==> config.mk <==
export PLATFORM = sky130hd
export DESIGN_NAME = my_mul16
export DESIGN_NICKNAME = d
export VERILOG_FILES = /design/src/rtl/my_mul16.sv
export SDC_FILE = /design/constraint.sdc
export NUM_CORES = 1
export LEC_CHECK = 0
export ABC_AREA = 0
export BUFFER_PORTS_ARGS = -buffer_cell sky130_fd_sc_hd__buf_2
export CAP_MARGIN = 20
export CORE_MARGIN = 5
export CORE_UTILIZATION = 30
export DETAILED_ROUTE_END_ITERATION = 7
export GPL_TIMING_DRIVEN = 1
export PLACE_DENSITY = 0.57
export SYNTH_ARGS = -nofsm -noshare
export SYNTH_HDL_FRONTEND = slang
export SYNTH_HIERARCHICAL = 1
export SYNTH_SLANG_ARGS = --single-unit
==> constraint.sdc <==
create_clock -name clk_i -period 12.8 [get_ports clk_i]
set_input_delay 0.64 -clock clk_i [delete_from_list [all_inputs] [get_ports clk_i]]
set_output_delay 0.64 -clock clk_i [all_outputs]
set_load 0.1 [all_outputs]
==> src/rtl/my_mul16.sv <==
// -----------------------------------------------------------------------------
// my_mul16 : sequential 16x16 unsigned shift-and-add multiplier.
//
// The only arithmetic resource is the 16-bit ripple adder my_add16 (defined
// below). One partial product is accumulated per RUN cycle. The result is the
// low 16 bits of the product plus an exact overflow flag (a*b >= 2^16).
//
// Ports (my_mul16):
//   clk_i     in   1   rising-edge clock
//   rst_n_i   in   1   synchronous, active-low reset
//   start_i   in   1   request, sampled only in IDLE
//   a_i       in  16   multiplicand, captured when start is accepted
//   b_i       in  16   multiplier, captured when start is accepted
//   busy_o    out  1   high whenever the FSM is not IDLE
//   done_o    out  1   one-cycle pulse, out_o/ovf_o valid in that cycle
//   out_o     out 16   product modulo 2^16, held until the next done
//   ovf_o     out  1   full product >= 2^16, held with out_o
//
// Build option:
//   MY_MUL16_EARLY_EXIT_EN  when defined, RUN ends as soon as no multiplier
//                           bits remain (latency depends on b); otherwise
//                           RUN always takes 16 cycles. Results are identical.
// -----------------------------------------------------------------------------

// 16-bit ripple-carry adder. The carry-out is intentionally not exported; the
// multiplier reconstructs it from the operand and sum MSBs.
module my_add16 (
    input  logic [15:0] a_i,
    input  logic [15:0] b_i,
    output logic [15:0] sum_o
);

    logic carry;

    always_comb begin
        sum_o = '0;
        carry = 1'b0;
        for (int i = 0; i < 16; i++) begin
            sum_o[i] = a_i[i] ^ b_i[i] ^ carry;
            carry    = (a_i[i] & b_i[i]) | (carry & (a_i[i] ^ b_i[i]));
        end
    end

endmodule

// State table
//   state  | meaning
//   IDLE   | waiting for start_i; operands captured on acceptance
//   RUN    | one shift-and-add iteration per cycle
//   DONE   | done_o pulse; out_o/ovf_o valid; start_i ignored
module my_mul16 #(
    parameter int WIDTH = 16
) (
    input  logic             clk_i,
    input  logic             rst_n_i,
    input  logic             start_i,
    input  logic [WIDTH-1:0] a_i,
    input  logic [WIDTH-1:0] b_i,
    output logic             busy_o,
    output logic             done_o,
    output logic [WIDTH-1:0] out_o,
    output logic             ovf_o
);

    typedef enum logic [1:0] {
        S_IDLE = 2'd0,
        S_RUN  = 2'd1,
        S_DONE = 2'd2
    } state_t;

    state_t           state_q, state_d;
    logic [WIDTH-1:0] mcand_q, mcand_d;
    logic [WIDTH-1:0] mplier_q, mplier_d;
    logic [WIDTH-1:0] acc_q, acc_d;
    logic [3:0]       cnt_q, cnt_d;
    logic             lost_q, lost_d;
    logic             cflag_q, cflag_d;
    logic [WIDTH-1:0] out_q, out_d;
    logic             ovf_q, ovf_d;

    logic [WIDTH-1:0] sum;
    logic             add_carry;
    logic             last_iter;

    my_add16 u_add (
        .a_i   (acc_q),
        .b_i   (mcand_q),
        .sum_o (sum)
    );

    // Carry-out of acc+mcand recovered from the MSBs: both set always carries;
    // exactly one set carries when the sum MSB came out clear.
    assign add_carry = (acc_q[WIDTH-1] & mcand_q[WIDTH-1])
                     | ((acc_q[WIDTH-1] ^ mcand_q[WIDTH-1]) & ~sum[WIDTH-1]);

`ifdef MY_MUL16_EARLY_EXIT_EN
    // Once the shifted multiplier is empty no further adds can occur, so the
    // accumulator and carry flag are already final.
    assign last_iter = (cnt_q == 4'd15) || (mplier_q[WIDTH-1:1] == '0);
`else
    assign last_iter = (cnt_q == 4'd15);
`endif

    always_ff @(posedge clk_i) begin
        if (!rst_n_i) begin
            state_q  <= S_IDLE;
            mcand_q  <= '0;
            mplier_q <= '0;
            acc_q    <= '0;
            cnt_q    <= '0;
            lost_q   <= 1'b0;
            cflag_q  <= 1'b0;
            out_q    <= '0;
            ovf_q    <= 1'b0;
        end else begin
            state_q  <= state_d;
            mcand_q  <= mcand_d;
            mplier_q <= mplier_d;
            acc_q    <= acc_d;
            cnt_q    <= cnt_d;
            lost_q   <= lost_d;
            cflag_q  <= cflag_d;
            out_q    <= out_d;
            ovf_q    <= ovf_d;
        end
    end

    always_comb begin
        state_d  = state_q;
        mcand_d  = mcand_q;
        mplier_d = mplier_q;
        acc_d    = acc_q;
        cnt_d    = cnt_q;
        lost_d   = lost_q;
        cflag_d  = cflag_q;
        out_d    = out_q;
        ovf_d    = ovf_q;

        unique case (state_q)
            S_IDLE: begin
                if (start_i) begin
                    state_d  = S_RUN;
                    mcand_d  = a_i;
                    mplier_d = b_i;
                    acc_d    = '0;
                    cnt_d    = '0;
                    lost_d   = 1'b0;
                    cflag_d  = 1'b0;
                end
            end

            S_RUN: begin
                if (mplier_q[0]) begin
                    acc_d = sum;
                    // A multiplicand bit already shifted out means this
                    // partial product alone reaches 2^16.
                    cflag_d = cflag_q | add_carry | lost_q;
                end
                lost_d   = lost_q | mcand_q[WIDTH-1];
                mcand_d  = mcand_q << 1;
                mplier_d = mplier_q >> 1;
                cnt_d    = cnt_q + 4'd1;
                if (last_iter) begin
                    state_d = S_DONE;
                    // Capture includes this cycle's partial product.
                    out_d   = acc_d;
                    ovf_d   = cflag_d;
                end
            end

            S_DONE: begin
                state_d = S_IDLE;
            end

            default: begin
                state_d = S_IDLE;
            end
        endcase
    end

    assign busy_o = (state_q != S_IDLE);
    assign done_o = (state_q == S_DONE);
    assign out_o  = out_q;
    assign ovf_o  = ovf_q;

endmodule
==> results by group <==
Floorplan
  – Die area: 0.0140 mm^2
  – Count of boundary I/O pins: 54
  – CORE AREA: 0.0115 mm^2
  – DIE HEIGHT: 118 um
  – Starting Density: 30.7%
  – Row count: 39
  – Die W: 118 um

Placed design
  – Routability cong.: 0.751
  – Pre-CTS setup slack: 5920 ps
  – I/O Buffers: 53
  – DP HPWL: 5670 um

Power and ir drop
  – P_sw: 152 uW
  – Cell Pwr Density: 145 mW/mm^2
  – Max VDD drop: 59.9 uV
  – Clock share of power: 45.3%
  – Internal power: 440 uW
  – LEAKAGE: 1.64 nW
  – Net Sw Frac: 25.6%
  – Gate power share: 12.1%
  – Sequential share of power: 42.5%

Clock network
  – CTS tree: done
  – Post-CTS sizing: 0
  – CTS HTree Levels: 3
  – Clk pin slew, worst setup/hold paths: 60 ps
  – Clock sinks: 73
  – Worst-case clock buffer depth: 2
  – Worst-Skew Late Latency: 330 ps
  – Root Driver: clkbuf_16
  – CTS buffer count: 9
  – Number of setup buffers added after CTS: 0
  – Hold-fix buffers, CTS: 0

Setup path
  – Reg2Reg Depth: 21
  – Crit Path Class: flop to flop
  – Critical Path Source: acc_q[0]
  – Slowest stage delay, CP: 430 ps
  – CP most frequent cell: fa_1
  – CP max stage cell: xor3_1
  – Setup crit end kind: flop
  – Critical path cell sequence: ha_1, inv_1, fa_1, inv_1, fa_1, fa_1, fa_1, fa_1, fa_1, fa_1, fa_1, fa_1, fa_1, fa_1, fa_1, fa_1, fa_1, xor3_1, nor2b_1, o31ai_1, a311oi_1
  – R2R setup slack: 5890 ps
  – R2R Path End: ovf_o
  – Startpoint types: flop
  – Peak fanout along the critical path: 3
  – CP required: 12980 ps
  – Crit path DAT: 7090 ps
  – R2r startpoint: acc_q[0]

Synth
  – Ranking of synthesized cells by area: dfxtp_1, fa_1, a21oi_1
  – Sequential fraction of the synthesis area: 41.5%
  – Post-Syn Area: 0.00352 mm^2
  – Synth Flop Type: dfxtp_1
  – Compound-Gate Fraction of Synth Area: 29.4%
  – Post-synth ARST share: 0%
  – Multiplexer share of the synthesized area: 4.97%
  – XOR/XNOR Fraction of Synth Area: 0.675%
  – Top-area cell type share of the netlist area: 41.5%
  – Yosys reg bits: 73
  – Synth unique cells: 45
  – Mapped Cells: 343
  – Post-synth EDFFs: 0
  – Yosys top cell by area: dfxtp_1
  – Simple-Gate Fraction of Synth Area: 7.39%
  – Synth Area per Inst: 10.3 um^2
  – Largest family of logic cells by synthesized area: compound AO/OA/AOI/OAI gates
  – Post-Syn Nets: 395
  – Post-synthesis adder-cell area fraction: 9.02%
  – Synth warn: 6

STA
  – Worst hold slack: 475 ps
  – Total negative slack: 0 ps
  – Pins Over Slew Limit: 0
  – Final worst slack: 5890 ps
  – Worst-Margin Slew: 798 ps
  – Final min period: 6910 ps
  – Max Fclk: 145 MHz
  – Slew headroom: 46.8%
  – Final setup fails: 0
  – RSZ-0062 raised after global routing: false
  – Clk_skew: 9.64 ps
  – Period utilization: 54.0%
  – Endpoints failing hold: 0

Route
  – Total number of vias: 2716
  – Post-route DRC violation count: 0
  – Initial DRC count: 170
  – Final wirelength: 8480 um
  – Antenna Nets Post-Route: 0
  – Vias/cell: 5.18
  – Post-DR wirelength/cell: 16.2 um
  – Pre-antenna DRT Iters: 4

Hold path
  – Hold path start: cflag_q
  – Hold crit path type: flop to flop
  – Hold worst-path end: ovf_o
  – Hold path cells: 2

Global routing
  – Initial antenna violation count: 0
  – Total gr overflow: 0
  – Largest net degree at the start of global routing: 40
  – Total track usage: 12.5%
  – Vias in the first global route: 2820
  – First-pass GRT wire length: 14300 um

Layout
  – # nets final: 428
  – # fillers: 1175
  – Diodes inserted: 0
  – Fraction of layout cells with a size suffix above 1: 23.6%
  – Area growth syn-to-layout: 16.2%

Outcome
  – Status: finished clean

Job
  – Maxcap violations: 0
==> Yosys cell counts, types with 3 or more instances <==
cell        n
mux2i_1    16
o2bb2ai_1  21
buf_6       6
a211oi_1    7
a21oi_1    42
o21ai_0    27
dfxtp_1    73
o22ai_1     3
inv_2       3
a211oi_2   10
buf_4       3
clkbuf_1    8
a221o_1     6
a22o_1     18
nand2_1     5
buf_2      13
ha_1        3
nor2b_1     3
fa_1       14
and3_1      9
inv_1       7
nor2_1     23
==> critical path, delay by kind of cell, from the launching register on <==
kind / cells / cell delay (ps)
buf+inv: 2 / 110
simple gates: 1 / 60
fa+ha+maj: 15 / 5450
flops: 1 / 320
compound gates: 2 / 370
xor+xnor: 1 / 430
==> routing by layer <==
layer / track usage (%) / up-vias / part of all wire [%]
li1: - / 1345 / -
met1: 16.0 / 1319 / 48
met2: 20.7 / 50 / 48
met3: 3.44 / 2 / 3.6
met4: 3.66 / 0 / 0.61
met5: 0 / - / 0
==> worst max-delay path by stage <==
stage / slack [ps] / cells past startpoint / to
floorplan: 6250 / 21 / ovf_o
global placement: 5980 / 21 / ovf_o
detailed placement: 5920 / 21 / ovf_o
CTS: 5900 / 21 / ovf_o
global route: 5570 / 21 / ovf_o
finish: 5890 / 21 / ovf_o
==> through the flow <==
| stage | cell area, um^2 | power (mW) | utilization, % | instances |
|---|---|---|---|---|
| 2_1_floorplan | 3520 | 0.312 | - | 343 |
| 3_3_place_gp | 3770 | 0.328 | 32.9 | 508 |
| 3_5_place_dp | 3770 | 0.329 | 32.9 | 508 |
| 4_1_cts | 4090 | 0.599 | 35.7 | 524 |
| 5_1_grt | 4090 | 0.618 | 35.7 | 524 |
| 6_report | 4090 | 0.592 | 35.7 | 524 |
==> state kept, by name, summed over array words and instances, names as in the netlist <==
signal / flops
acc_q: 16
cflag_q: 1
cnt_q: 4
lost_q: 1
mcand_q: 16
mplier_q: 16
out_o: 16
ovf_o: 1
state_q: 2
==> placed cells by master, fill, tap and decap left out, types with 2 or more instances in the layout <==
| cell | instances |
|---|---|
| a21oi_1 | 42 |
| dfxtp_1 | 73 |
| ha_1 | 3 |
| nand2_1 | 5 |
| a211oi_1 | 7 |
| a211oi_2 | 10 |
| o21ai_0 | 27 |
| clkinvlp_4 | 2 |
| o22ai_1 | 3 |
| buf_4 | 2 |
| nor2_1 | 23 |
| inv_1 | 7 |
| mux2i_1 | 16 |
| inv_2 | 3 |
| o2bb2ai_1 | 21 |
| and3_1 | 9 |
| fa_1 | 14 |
| a221o_1 | 6 |
| a22o_1 | 18 |
| nor2b_1 | 3 |
| clkinv_4 | 2 |
| buf_2 | 53 |
| clkbuf_16 | 9 |
| bufinv_16 | 2 |
==> power by group through the flow <==
stage | Sequential [mW] | Clock (mW) | Combinational, mW
after CTS | 0.252 | 0.274 | 0.0728
after global placement | 0.257 | 0 | 0.0716
after detailed placement | 0.257 | 0 | 0.0724
after global routing | 0.254 | 0.283 | 0.0814
final | 0.252 | 0.269 | 0.0718
after floorplan | 0.253 | 0 | 0.0595
==> cells by family (layout without fill, tap and decap cells) <==
group,count (synthesis),count (layout)
and+or+nand+nor,48,48
buffers and inverters,43,81
xor gates and xnor gates,1,1
muxes,17,17
AOI/OAI and AO/OA,144,144
DFF,73,73
adders and majority gates,17,17
==> final cells by class <==
cell class | instances | area, um^2 | share of cell area [%]
well taps | 143 | 179 | 4.37
clock inverters | 6 | 92.6 | 2.26
multi-input cells | 227 | 1810 | 44.3
flip-flops and latches | 73 | 1460 | 35.7
inverters | 10 | 37.5 | 0.917
clock buffers | 10 | 229 | 5.59
repair buffers | 55 | 280 | 6.85
(Power assumes the default switching activity.)
